### src/rtl/controller_pkg.sv
// controller_pkg: shared FSM states, data keys and command record for the scenario controller
package controller_pkg;
    typedef enum logic [1:0] {IDLE, ISSUE, HOLD} state_t;
    localparam logic [7:0] DATA1_KEY = 8'hA5;
    localparam logic [7:0] DATA2_KEY = 8'h5A;
    typedef struct packed {
        logic        rd;
        logic [7:0]  data;
        logic [13:0] addr;
    } cmd_t;
endpackage

### src/rtl/controller_scenario_decode.sv
// controller_scenario_decode: maps a 5-bit scenario index to one command per bus master
// Ports: state_in (scenario index) -> cmd1, cmd2 (rd flag, write data, address per master)
module controller_scenario_decode
    import controller_pkg::*;
(
    input  logic [4:0] state_in,
    output cmd_t       cmd1,
    output cmd_t       cmd2
);
    // s[4] set: master 2 targets the same slave as master 1 to create contention
    assign cmd1 = '{rd: state_in[0], data: {3'b0, state_in} ^ DATA1_KEY,
                    addr: {state_in[3:2], 7'd0, state_in}};
    assign cmd2 = '{rd: state_in[1], data: {3'b0, state_in} ^ DATA2_KEY,
                    addr: {state_in[4] ? state_in[3:2] : ~state_in[3:2], 7'd0, state_in}};
endmodule

### src/rtl/controller.sv
// controller: test-stimulus sequencer issuing one command per bus master on a start edge
// Ports: clk, reset (sync, active-high); start, m1_request, m2_request, state_in in;
//        mX_enable (one-cycle strobe), mX_read_en, data_inX, addr_inX out per master
module controller
    import controller_pkg::*;
(
    input  logic        clk,
    input  logic        reset,
    input  logic        start,
    input  logic        m1_request,
    input  logic        m2_request,
    input  logic [4:0]  state_in,
    output logic        m1_enable,
    output logic        m2_enable,
    output logic        m1_read_en,
    output logic        m2_read_en,
    output logic [7:0]  data_in1,
    output logic [7:0]  data_in2,
    output logic [13:0] addr_in1,
    output logic [13:0] addr_in2
);
    state_t state, state_n;
    cmd_t   dec1, dec2, c1, c2, c1_n, c2_n;
    logic   start_d, en1, en2, en1_n, en2_n, launch;

    controller_scenario_decode u_decode (.state_in(state_in), .cmd1(dec1), .cmd2(dec2));

    // rising edge of start only, and only if some master participates
    assign launch = start & ~start_d & (m1_request | m2_request);

    always_ff @(posedge clk) begin
        if (reset) begin
            state   <= IDLE;
            start_d <= 1'b0;
            c1      <= '0;
            c2      <= '0;
            en1     <= 1'b0;
            en2     <= 1'b0;
        end else begin
            state   <= state_n;
            start_d <= start;
            c1      <= c1_n;
            c2      <= c2_n;
            en1     <= en1_n;
            en2     <= en2_n;
        end
    end

    always_comb begin
        state_n = state;
        c1_n    = c1;
        c2_n    = c2;
        en1_n   = 1'b0;
        en2_n   = 1'b0;
        case (state)
            IDLE: if (launch) begin
                state_n = ISSUE;
                c1_n    = m1_request ? dec1 : '0;
                c2_n    = m2_request ? dec2 : '0;
                en1_n   = m1_request;
                en2_n   = m2_request;
            end
            ISSUE: state_n = HOLD;
            HOLD: if (!m1_request && !m2_request) begin
                state_n = IDLE;
                c1_n    = '0;
                c2_n    = '0;
            end
            default: state_n = IDLE;
        endcase
    end

    assign m1_enable  = en1;
    assign m2_enable  = en2;
    assign m1_read_en = c1.rd;
    assign m2_read_en = c2.rd;
    assign data_in1   = c1.data;
    assign data_in2   = c2.data;
    assign addr_in1   = c1.addr;
    assign addr_in2   = c2.addr;
endmodule

### config.mk
export PLATFORM = sky130hd
export DESIGN_NAME = controller
export DESIGN_NICKNAME = d
export VERILOG_FILES = /design/src/rtl/controller_pkg.sv /design/src/rtl/controller_scenario_decode.sv /design/src/rtl/controller.sv
export SDC_FILE = /design/constraint.sdc
export NUM_CORES = 1
export LEC_CHECK = 0
export CAP_MARGIN = 20
export CORE_ASPECT_RATIO = 0.7
export CORE_MARGIN = 8
export CORE_UTILIZATION = 40
export CTS_CLUSTER_DIAMETER = 200
export CTS_CLUSTER_SIZE = 30
export DETAILED_ROUTE_END_ITERATION = 8
export PLACE_DENSITY = 0.93
export SLEW_MARGIN = 0
export SYNTH_ARGS = -nofsm -noshare
export SYNTH_HDL_FRONTEND = slang
export SYNTH_SLANG_ARGS = --single-unit
### constraint.sdc
create_clock -name clk -period 2.4 [get_ports clk]
set_input_delay 0.36 -clock clk [delete_from_list [all_inputs] [get_ports clk]]
set_output_delay 0.36 -clock clk [all_outputs]
set_load 0.02 [all_outputs]
* After elaboration in Yosys (flattened, before gate mapping)
Cells that the tools add are included.
Widths: inputs -> output; s select.
** Storage, ports and cells
- Register bits after elaboration :: 51
- Word-level logic and storage cells :: 42
- Bits in read-only memories :: 0
- Latch bits :: 0
- Memories :: 0
- Input port bits :: 10
- Output and inout port bits :: 48
- Memory bits (writable) :: 0
** Operators by class
- $add $sub $neg :: 0
- Equal/unequal tests :: 4
- Bitwise logic cells :: 9
- Reductions and logical operators :: 8
- Multiply operators :: 0
- $lt $le $gt $ge :: 0
- Mux-type cells :: 11
- Shifts and indexed selects :: 0
- Div/mod/pow operators :: 0
** Operators by type and width (count)
- $mux 23 :: 5
- $pmux 23 s2 :: 2
- $mux 2 :: 3
- $pmux 2 s3 :: 1
- $ne 2x2->1 const B :: 2
- $not 2->4 :: 1
- $not 3->4 :: 1
- $not 1->1 :: 3
- $reduce_and 3->1 :: 1
- $reduce_or 3->1 :: 1
- $and 1x1->1 :: 2
- $eq 2x1->1 const B :: 1
- $eq 2x2->1 const B :: 1
- $logic_not 1->1 :: 2
- $logic_not 2->1 :: 1
- $not 2->2 :: 1
- $reduce_and 2->1 :: 1
- $reduce_bool 2->1 :: 1
- $logic_and 1x1->1 :: 1
- $or 1x1->1 :: 1

* Depth between registers and ports, before layout
Gate-level depths: netlist (run 1).
- Depth after elaboration :: 5
- Mapped depth :: 4
- Gate-level depth less buffers :: 4

* Cells and area by module
Synthesis (run 1) repeated with hierarchy kept, for this count alone.
** Unflattened totals
- Cells, all modules :: 166
- Area, all modules :: 1988.2 µm²
** Modules (own cells, without submodules)
- controller :: cells an instance 118, seq. area each 1021.0 µm², instances 1, area each 1651.6 µm²
- controller_scenario_decode :: cells an instance 48, seq. area each 0.0 µm², instances 1, area each 336.6 µm²

* Worst setup path after synthesis (run 1)
OpenSTA, ideal clock, no wires.
- Kind :: input-to-reg
- Start point :: input port m1_request
- End point :: register c2 (netlist bit data_in2[0])
- Data required time :: 2.342 ns
- Cell stages on the path :: 4
- Buffers on the path :: 1
- Setup time :: 0.058 ns
- Setup slack :: 0.977 ns
- Data arrival time :: 1.366 ns
- Cells stage by stage :: or2_4 > a311oi_4 > buf_6 > a22o_2
** On the way
- Cells in the longest elaborated chain, start to end :: 4
- Elaborated cells between the ends (all ways) :: 7
- Classes of those cells :: eq/ne: 2; bitwise: 2; reduce/logical: 3
** Ends and longest elaborated chain
- from (decl) :: RTL line controller.sv:10 : input logic m1_request,
- $or 1x1->1 or $logic_not 1->1 (tied branches) :: RTL line controller.sv:29, controller.sv:64
- $and 1x1->1 or $logic_and 1x1->1 (tied branches) :: RTL line controller.sv:29, controller.sv:64
- $ne 2x2->1 (no source line)
- $reduce_and 3->1 (no source line) (*)
- to (signal assigned) :: RTL line controller.sv:43 : c2 <= c2_n;
- to (decl) :: RTL line controller.sv:23 : cmd_t dec1, dec2, c1, c2, c1_n, c2_n;
Every way passes the cells marked *; elsewhere a longest branch is shown, timed or not.
A chain may end at the register's enable or synchronous reset.

* Final worst setup path (run 1)
- Start point :: input port m2_request
- End point :: register c1 (netlist bit addr_in1[12])
** On the way
- Cells in the longest elaborated chain, start to end :: 4
- Elaborated cells between the ends (all ways) :: 7
- Classes of those cells :: eq/ne: 2; bitwise: 2; reduce/logical: 3
** Ends and longest elaborated chain
- from (decl) :: RTL line controller.sv:11 : input logic m2_request,
- $or 1x1->1 or $logic_not 1->1 (tied branches) :: RTL line controller.sv:29, controller.sv:64
- $and 1x1->1 or $logic_and 1x1->1 (tied branches) :: RTL line controller.sv:29, controller.sv:64
- $ne 2x2->1 (no source line)
- $reduce_and 3->1 (no source line) (*)
- to (signal assigned) :: RTL line controller.sv:42 : c1 <= c1_n;
- to (decl) :: RTL line controller.sv:23
Marked as above.

==> results of run 1 <==
## Yosys cell counts
cell type                   number
sky130_fd_sc_hd__buf_4          27
sky130_fd_sc_hd__dfxtp_1        24
sky130_fd_sc_hd__a22o_2         10
sky130_fd_sc_hd__o2bb2ai_1       5
sky130_fd_sc_hd__a21o_2          2
sky130_fd_sc_hd__a22o_1          2
sky130_fd_sc_hd__nand3_1         2
sky130_fd_sc_hd__xnor2_1         2
sky130_fd_sc_hd__a21oi_1         1
sky130_fd_sc_hd__a311oi_4        1
sky130_fd_sc_hd__and3_2          1
sky130_fd_sc_hd__buf_6           1
sky130_fd_sc_hd__clkinv_1        1
sky130_fd_sc_hd__conb_1          1
sky130_fd_sc_hd__inv_1           1
sky130_fd_sc_hd__nand2b_1        1
sky130_fd_sc_hd__nand3b_1        1
sky130_fd_sc_hd__nor2b_1         1
sky130_fd_sc_hd__nor3_4          1
sky130_fd_sc_hd__nor4b_1         1
sky130_fd_sc_hd__or2_4           1
## metal layers
layer  vias up  part of all wire
met2        38              0.47
li1        328                 -
met3         2              0.11
met1       323              0.42
met5         -                 0
met4         0            0.0044
## critical path, delay by kind of cell
kind	cells	cell delay, ps
buffers and inverters	1	470
AO/OA/AOI/OAI	2	1030
AND/OR/NAND/NOR	1	270
## through the flow
step           hold slack, ps  std cells  worst slack, ps  area [sq um]  utilization
3_5_place_dp              446        149              179          1290        0.534
2_1_floorplan             429        103              977          1060            -
3_3_place_gp              447        149              293          1290        0.534
4_1_cts                   478        153              510          1350        0.556
5_1_grt                   487        153              398          1350        0.556
6_report                  479        153              517          1350        0.556
## flip-flops by register name, indices dropped and copies added, names as in the netlist
name	cells
addr_in1	2
addr_in2	5
data_in2	6
m1_enable	1
start_d	1
state	2
data_in1	6
m2_enable	1
## layout make-up
cell class                 count  area, sq um
fill                         210         1070
clock buffer                   3         22.5
timing repair buffer          40          400
tap                           34         42.5
clock inverter                 1         30.0
sequential                    24          480
multi-input combinational     49          363
inverter                       2         7.51
## worst max-delay path by stage
stage	from	end	cells after the start
floorplan	m1_request	data_in2[0]$_SDFFE_PP0P_	4
global placement	m1_request	addr_in1[0]$_SDFFE_PP0P_	4
detailed placement	m1_request	addr_in1[12]$_SDFFE_PP0P_	4
CTS	m2_request	addr_in1[12]$_SDFFE_PP0P_	4
global route	m1_request	addr_in1[12]$_SDFFE_PP0P_	4
finish	m2_request	addr_in1[12]$_SDFFE_PP0P_	4
## cells in the final DEF (no fill, tap or decap)
cell,synthesis,routed
sky130_fd_sc_hd__or2_4,1,1
sky130_fd_sc_hd__inv_1,1,1
sky130_fd_sc_hd__xnor2_1,2,2
sky130_fd_sc_hd__a21o_2,2,2
sky130_fd_sc_hd__a311oi_4,1,1
sky130_fd_sc_hd__nor3_4,1,1
sky130_fd_sc_hd__a21oi_1,1,1
sky130_fd_sc_hd__dfxtp_1,24,24
sky130_fd_sc_hd__o2bb2ai_1,5,5
sky130_fd_sc_hd__nand2b_1,1,1
sky130_fd_sc_hd__clkbuf_4,0,3
sky130_fd_sc_hd__a22o_1,2,2
sky130_fd_sc_hd__nand3b_1,1,1
sky130_fd_sc_hd__conb_1,1,17
sky130_fd_sc_hd__bufinv_16,0,1
sky130_fd_sc_hd__nand3_1,2,2
sky130_fd_sc_hd__nor4b_1,1,1
sky130_fd_sc_hd__clkdlybuf4s50_1,0,40
sky130_fd_sc_hd__a22o_2,10,10
sky130_fd_sc_hd__clkinv_1,1,1
sky130_fd_sc_hd__and3_2,1,1
sky130_fd_sc_hd__nor2b_1,1,1
## power by group through the flow
stage	registers (mW)	logic [mW]	clock network [mW]
floorplan	0.458	0.106	0
global placement	0.439	0.164	0
detailed placement	0.440	0.168	0
CTS	0.431	0.169	0.287
global route	0.434	0.180	0.307
finish	0.431	0.169	0.286
## logic make-up (layout without fill, tap and decap cells)
| kind of cell | Yosys count | in the layout | synth area share |
|---|---|---|---|
| compound gates | 21 | 21 | 0.209 |
| simple gates | 9 | 9 | 0.0710 |
| flops | 24 | 24 | 0.478 |
| xor+xnor | 2 | 2 | 0.0174 |
| other cells | 1 | 17 | 0.00373 |
| buf+inv | 30 | 46 | 0.220 |
==> summary.txt, run 1 <==
hold_buf cts: 0
Syn Std Cell Area: 1000 sq um
worst min-delay path endpoint: data_in2[1]$_SDFFE_PP0P_
clock tree from TritonCTS: done
worst reg2reg path endpoint: addr_in1[12]$_SDFFE_PP0P_
height of the chip: 57.9 um
register-to-register setup slack: 690 ps
Synth Instances: 87
average wire length per cell after detail routing: 14.9 um
clock root buffer master: sky130_fd_sc_hd__clkbuf_4
worst r2r src: state[1]$_SDFFE_PP0P_
setup TNS: 0 ps
via count: 691
setup repair after global routing missed its margin: false
Mean Syn Cell Area: 11.5 sq um
cts bufs inserted: 3
Lkg Pwr: 0.532 nW
worst-case headroom to the max-slew limit: 0.448
Setup-failing EPs final: 0
met3 layer usage reported by global route: 0.0617
final number of max-transition violations: 0
part of the power in the clock network: 0.323
number of diodes: 0
portion of total power attributed to sequential cells: 0.487
Tot GR Track Use: 0.105
Worst Path Required: 2660 ps
IR drop worst, VDD: 0.228 mV
HP Start: data_in2[1]$_SDFFE_PP0P_
Detailed Place HPWL: 1810 um
layout net count: 130
crit path DAT: 2150 ps
Congestion Overflow GR: 0
share of total power in combinational logic: 0.190
total power consumption of the routed design: 0.885 mW
ordered list of cells on the worst path: clkdlybuf4s50_1 > or2_4 > a311oi_4 > a22o_2
pwr dens: 658 nW/um^2
Die Area: 4400 sq um
via count normalized by instance count: 4.52
worst setup path category: primary input to register
type of the tightest min-delay check: register to register
first-pass GRT wire length: 3810 um
via count of the first global-routing pass: 722
Fin Clk Skew: 5.87 ps
peak-usage layer in the global routing report: met2
min Tclk post-route: 1880 ps
H-tree levels: 1
share of synthesized area occupied by flip-flops and latches: 0.478
number of cells traversed by the worst hold path: 1
timing-limited maximum frequency: 0.531 GHz
Chip Width: 75.9 um
Critical Path Max Stage Delay: 760 ps
std cell rows: 15
ratio of cells with drive above 1 in the final layout: 0.168
met2 track demand over resource: 0.170
number of endpoints with negative hold slack in the final report: 0
worst-case clock buffer depth: 2
pin count of the biggest net entering global routing: 20
Synth top area share: 0.478
area of the core: 2420 sq um
sort of element at the start of the critical path: primary input
result of the run: finished clean
CP max-delay cell: sky130_fd_sc_hd__a311oi_4
met1 track demand over resource in global routing: 0.114
Seq cells post-synth: 24
number of max-cap violations: 0
initial standard-cell utilization of the core: 0.415
Worst Max-Slew Pin Slew: 827 ps
clock-pin slew on the worst setup and hold paths: 130 ps
DRC viols: 0
CTS-repair resized insts: 0
antenna violations before repair: 0
number of cell instances on the worst register-to-register path: 3
Detailed Route WL: 2270 um
biggest area contributors in the synthesized netlist: sky130_fd_sc_hd__dfxtp_1 (48%), sky130_fd_sc_hd__buf_4 (20%), sky130_fd_sc_hd__a22o_2 (10%)
violation count after the first detailed-routing iteration: 48
Switching Share: 0.255
antenna violation net count after detailed routing: 0
sinks on the clock net: 24
sort of element at the end of the critical path: register
largest fanout on the critical path: 19
Top-Level Pins: 58
Pre-antenna DRT Iters: 3
Pint: 0.660 mW
PortBufs: 40
clock latency at the later pin of the worst-skew pair: 310 ps
yosys synthesis warning count: 0
Yosys cell types: 21
weighted congestion at the end of routability-driven global placement: 0.658
final worst-path cycle share: 0.785
area growth from synthesis to final layout: 34.0%
power dissipated by switching net loads: 0.226 mW
biggest area consumer among synthesized cells: sky130_fd_sc_hd__dfxtp_1
number of post-CTS setup repair buffers: 0
Power figures use the tool's default switching activity.
==> run 2: changes to the inputs <==
CORE_UTILIZATION = 33   (was 40)
PLACE_DENSITY = 0.83   (was 0.93)
clock period = 1.6 ns   (was 2.4 ns; I/O delays follow)
==> summary.txt, run 2 (same netlist as run 1, synthesis figures left out) <==
cell total after placement: 160
worst-case clock buffer depth: 2
sort of element at the start of the critical path: primary input
clock latency at the later pin of the worst-skew pair: 260 ps
timing-limited maximum frequency: 0.651 GHz
area of placed instances: 1380 sq um
setup repair after global routing missed its margin: false
number of diodes: 0
Detailed Route WL: 2370 um
Core Util, Final: 0.504
Top-Level Pins: 58
sinks on the clock net: 24
Chip Width: 82.0 um
setup TNS: 0 ps
clock tree from TritonCTS: done
antenna violation net count after detailed routing: 0
via count normalized by instance count: 4.44
Detailed Place HPWL: 1920 um
crit path DAT: 1690 ps
number of post-CTS setup repair buffers: 0
height of the chip: 62.2 um
antenna violations before repair: 0
start point of the critical path: m1_request
pwr dens: 918 nW/um^2
worst reg2reg path endpoint: addr_in2[12]$_SDFFE_PP0P_
Pre-antenna DRT Iters: 4
final number of max-transition violations: 0
number of endpoints with negative hold slack in the final report: 0
register-to-register setup slack: 130 ps
initial standard-cell utilization of the core: 0.353
area growth from synthesis to final layout: 42.5%
CTS-repair resized insts: 0
H-tree levels: 1
largest fanout on the critical path: 19
PortBufs: 40
capturing instance or port of the critical path: addr_in2[12]$_SDFFE_PP0P_
Fin Clk Skew: 0.864 ps
layout net count: 139
std cell rows: 16
first-pass GRT wire length: 3730 um
most frequent standard cell in the layout excluding fill and tap cells: sky130_fd_sc_hd__clkdlybuf4s50_1
area of the core: 2840 sq um
non-filler instance count after layout: 164
Worst Path Required: 1760 ps
Setup-failing EPs final: 0
Tot GR Track Use: 0.0919
average wire length per cell after detail routing: 14.5 um
cts bufs inserted: 3
min Tclk post-route: 1540 ps
IR drop worst, VDD: 0.345 mV
weighted congestion at the end of routability-driven global placement: 0.687
post-route standard cell area excluding fillers: 1430 sq um
clock root buffer master: sky130_fd_sc_hd__clkbuf_8
pin count of the biggest net entering global routing: 20
Lkg Pwr: 0.581 nW
clock-pin slew on the worst setup and hold paths: 80 ps
DRC viols: 0
commonest cells after routing, fill and taps aside: sky130_fd_sc_hd__clkdlybuf4s50_1 (40), sky130_fd_sc_hd__dfxtp_1 (24), sky130_fd_sc_hd__conb_1 (17)
worst setup path category: primary input to register
via count of the first global-routing pass: 749
number of max-cap violations: 0
sort of element at the end of the critical path: register
final worst-path cycle share: 0.961
worst r2r src: state[1]$_SDFFE_PP0P_
via count: 728
type of the tightest min-delay check: register to register
ratio of cells with drive above 1 in the final layout: 0.227
result of the run: finished clean
Die Area: 5090 sq um
worst hold margin: 475 ps
Congestion Overflow GR: 0
hold_buf cts: 0
violation count after the first detailed-routing iteration: 30
number of cell instances on the worst register-to-register path: 5
[run 2: cell types whose count changed in the layout (fill, tap and decap cells not counted), sizes merged]
cell	delta
buf	+9
bufinv	-1
clkbuf	+1
[run 2: area by class of cell]
| cell class | count | area (sq um) |
|---|---|---|
| fill | 263 | 1410 |
| sequential | 24 | 480 |
| timing repair buffer | 49 | 480 |
| multi-input combinational | 49 | 363 |
| clock buffer | 4 | 55.1 |
| tap | 36 | 45.0 |
| inverter | 2 | 7.51 |
[run 2: worst max-delay path, cell delays in order]
cell and delay [ps]:
sky130_fd_sc_hd__clkdlybuf4s50_1 460, sky130_fd_sc_hd__nor4b_1 330, sky130_fd_sc_hd__buf_4 180, sky130_fd_sc_hd__a311oi_4 40, sky130_fd_sc_hd__buf_12 170, sky130_fd_sc_hd__a22o_2 250
[run 2: per-layer routing]
| metal | track usage | routed length, um |
|---|---|---|
| met2 | 0.146 | 1040 |
| met5 | 0 | 0 |
| met4 | 0.0393 | 34 |
| met1 | 0.104 | 980 |
| met3 | 0.0388 | 313 |
[run 2: worst min path at each step]
stage / start / depth (start not counted) / slack [ps] / end
after floorplan: reset / 1 / 310 / state[1]$_SDFFE_PP0P_
after global placement: data_in1[0]$_SDFFE_PP0P_ / 1 / 450 / data_in1[0]$_SDFFE_PP0P_
after detailed placement: data_in1[0]$_SDFFE_PP0P_ / 1 / 450 / data_in1[0]$_SDFFE_PP0P_
after CTS: data_in1[0]$_SDFFE_PP0P_ / 1 / 480 / data_in1[0]$_SDFFE_PP0P_
after global routing: data_in2[4]$_SDFFE_PP0P_ / 1 / 500 / data_in2[4]$_SDFFE_PP0P_
final: data_in1[0]$_SDFFE_PP0P_ / 1 / 470 / data_in1[0]$_SDFFE_PP0P_
[run 2: power breakdown]
part / switching, mW / internal [mW]
registers: 0.0212 / 0.626
clock network: 0.176 / 0.219
logic: 0.145 / 0.128
total: 0.342 / 0.972
[run 2: through the flow]
stage,power [mW],setup slack [ps]
2_1_floorplan,0.846,185
4_1_cts,1.33,70.4
6_report,1.31,63.0
3_5_place_dp,0.934,-207
5_1_grt,1.37,9.74
3_3_place_gp,0.928,-105
==> run 3: changes to the inputs <==
CAP_MARGIN = 10   (was 20)
==> results of run 3 <==
The final DEF is identical to that of run 2; final timing and power are the same.
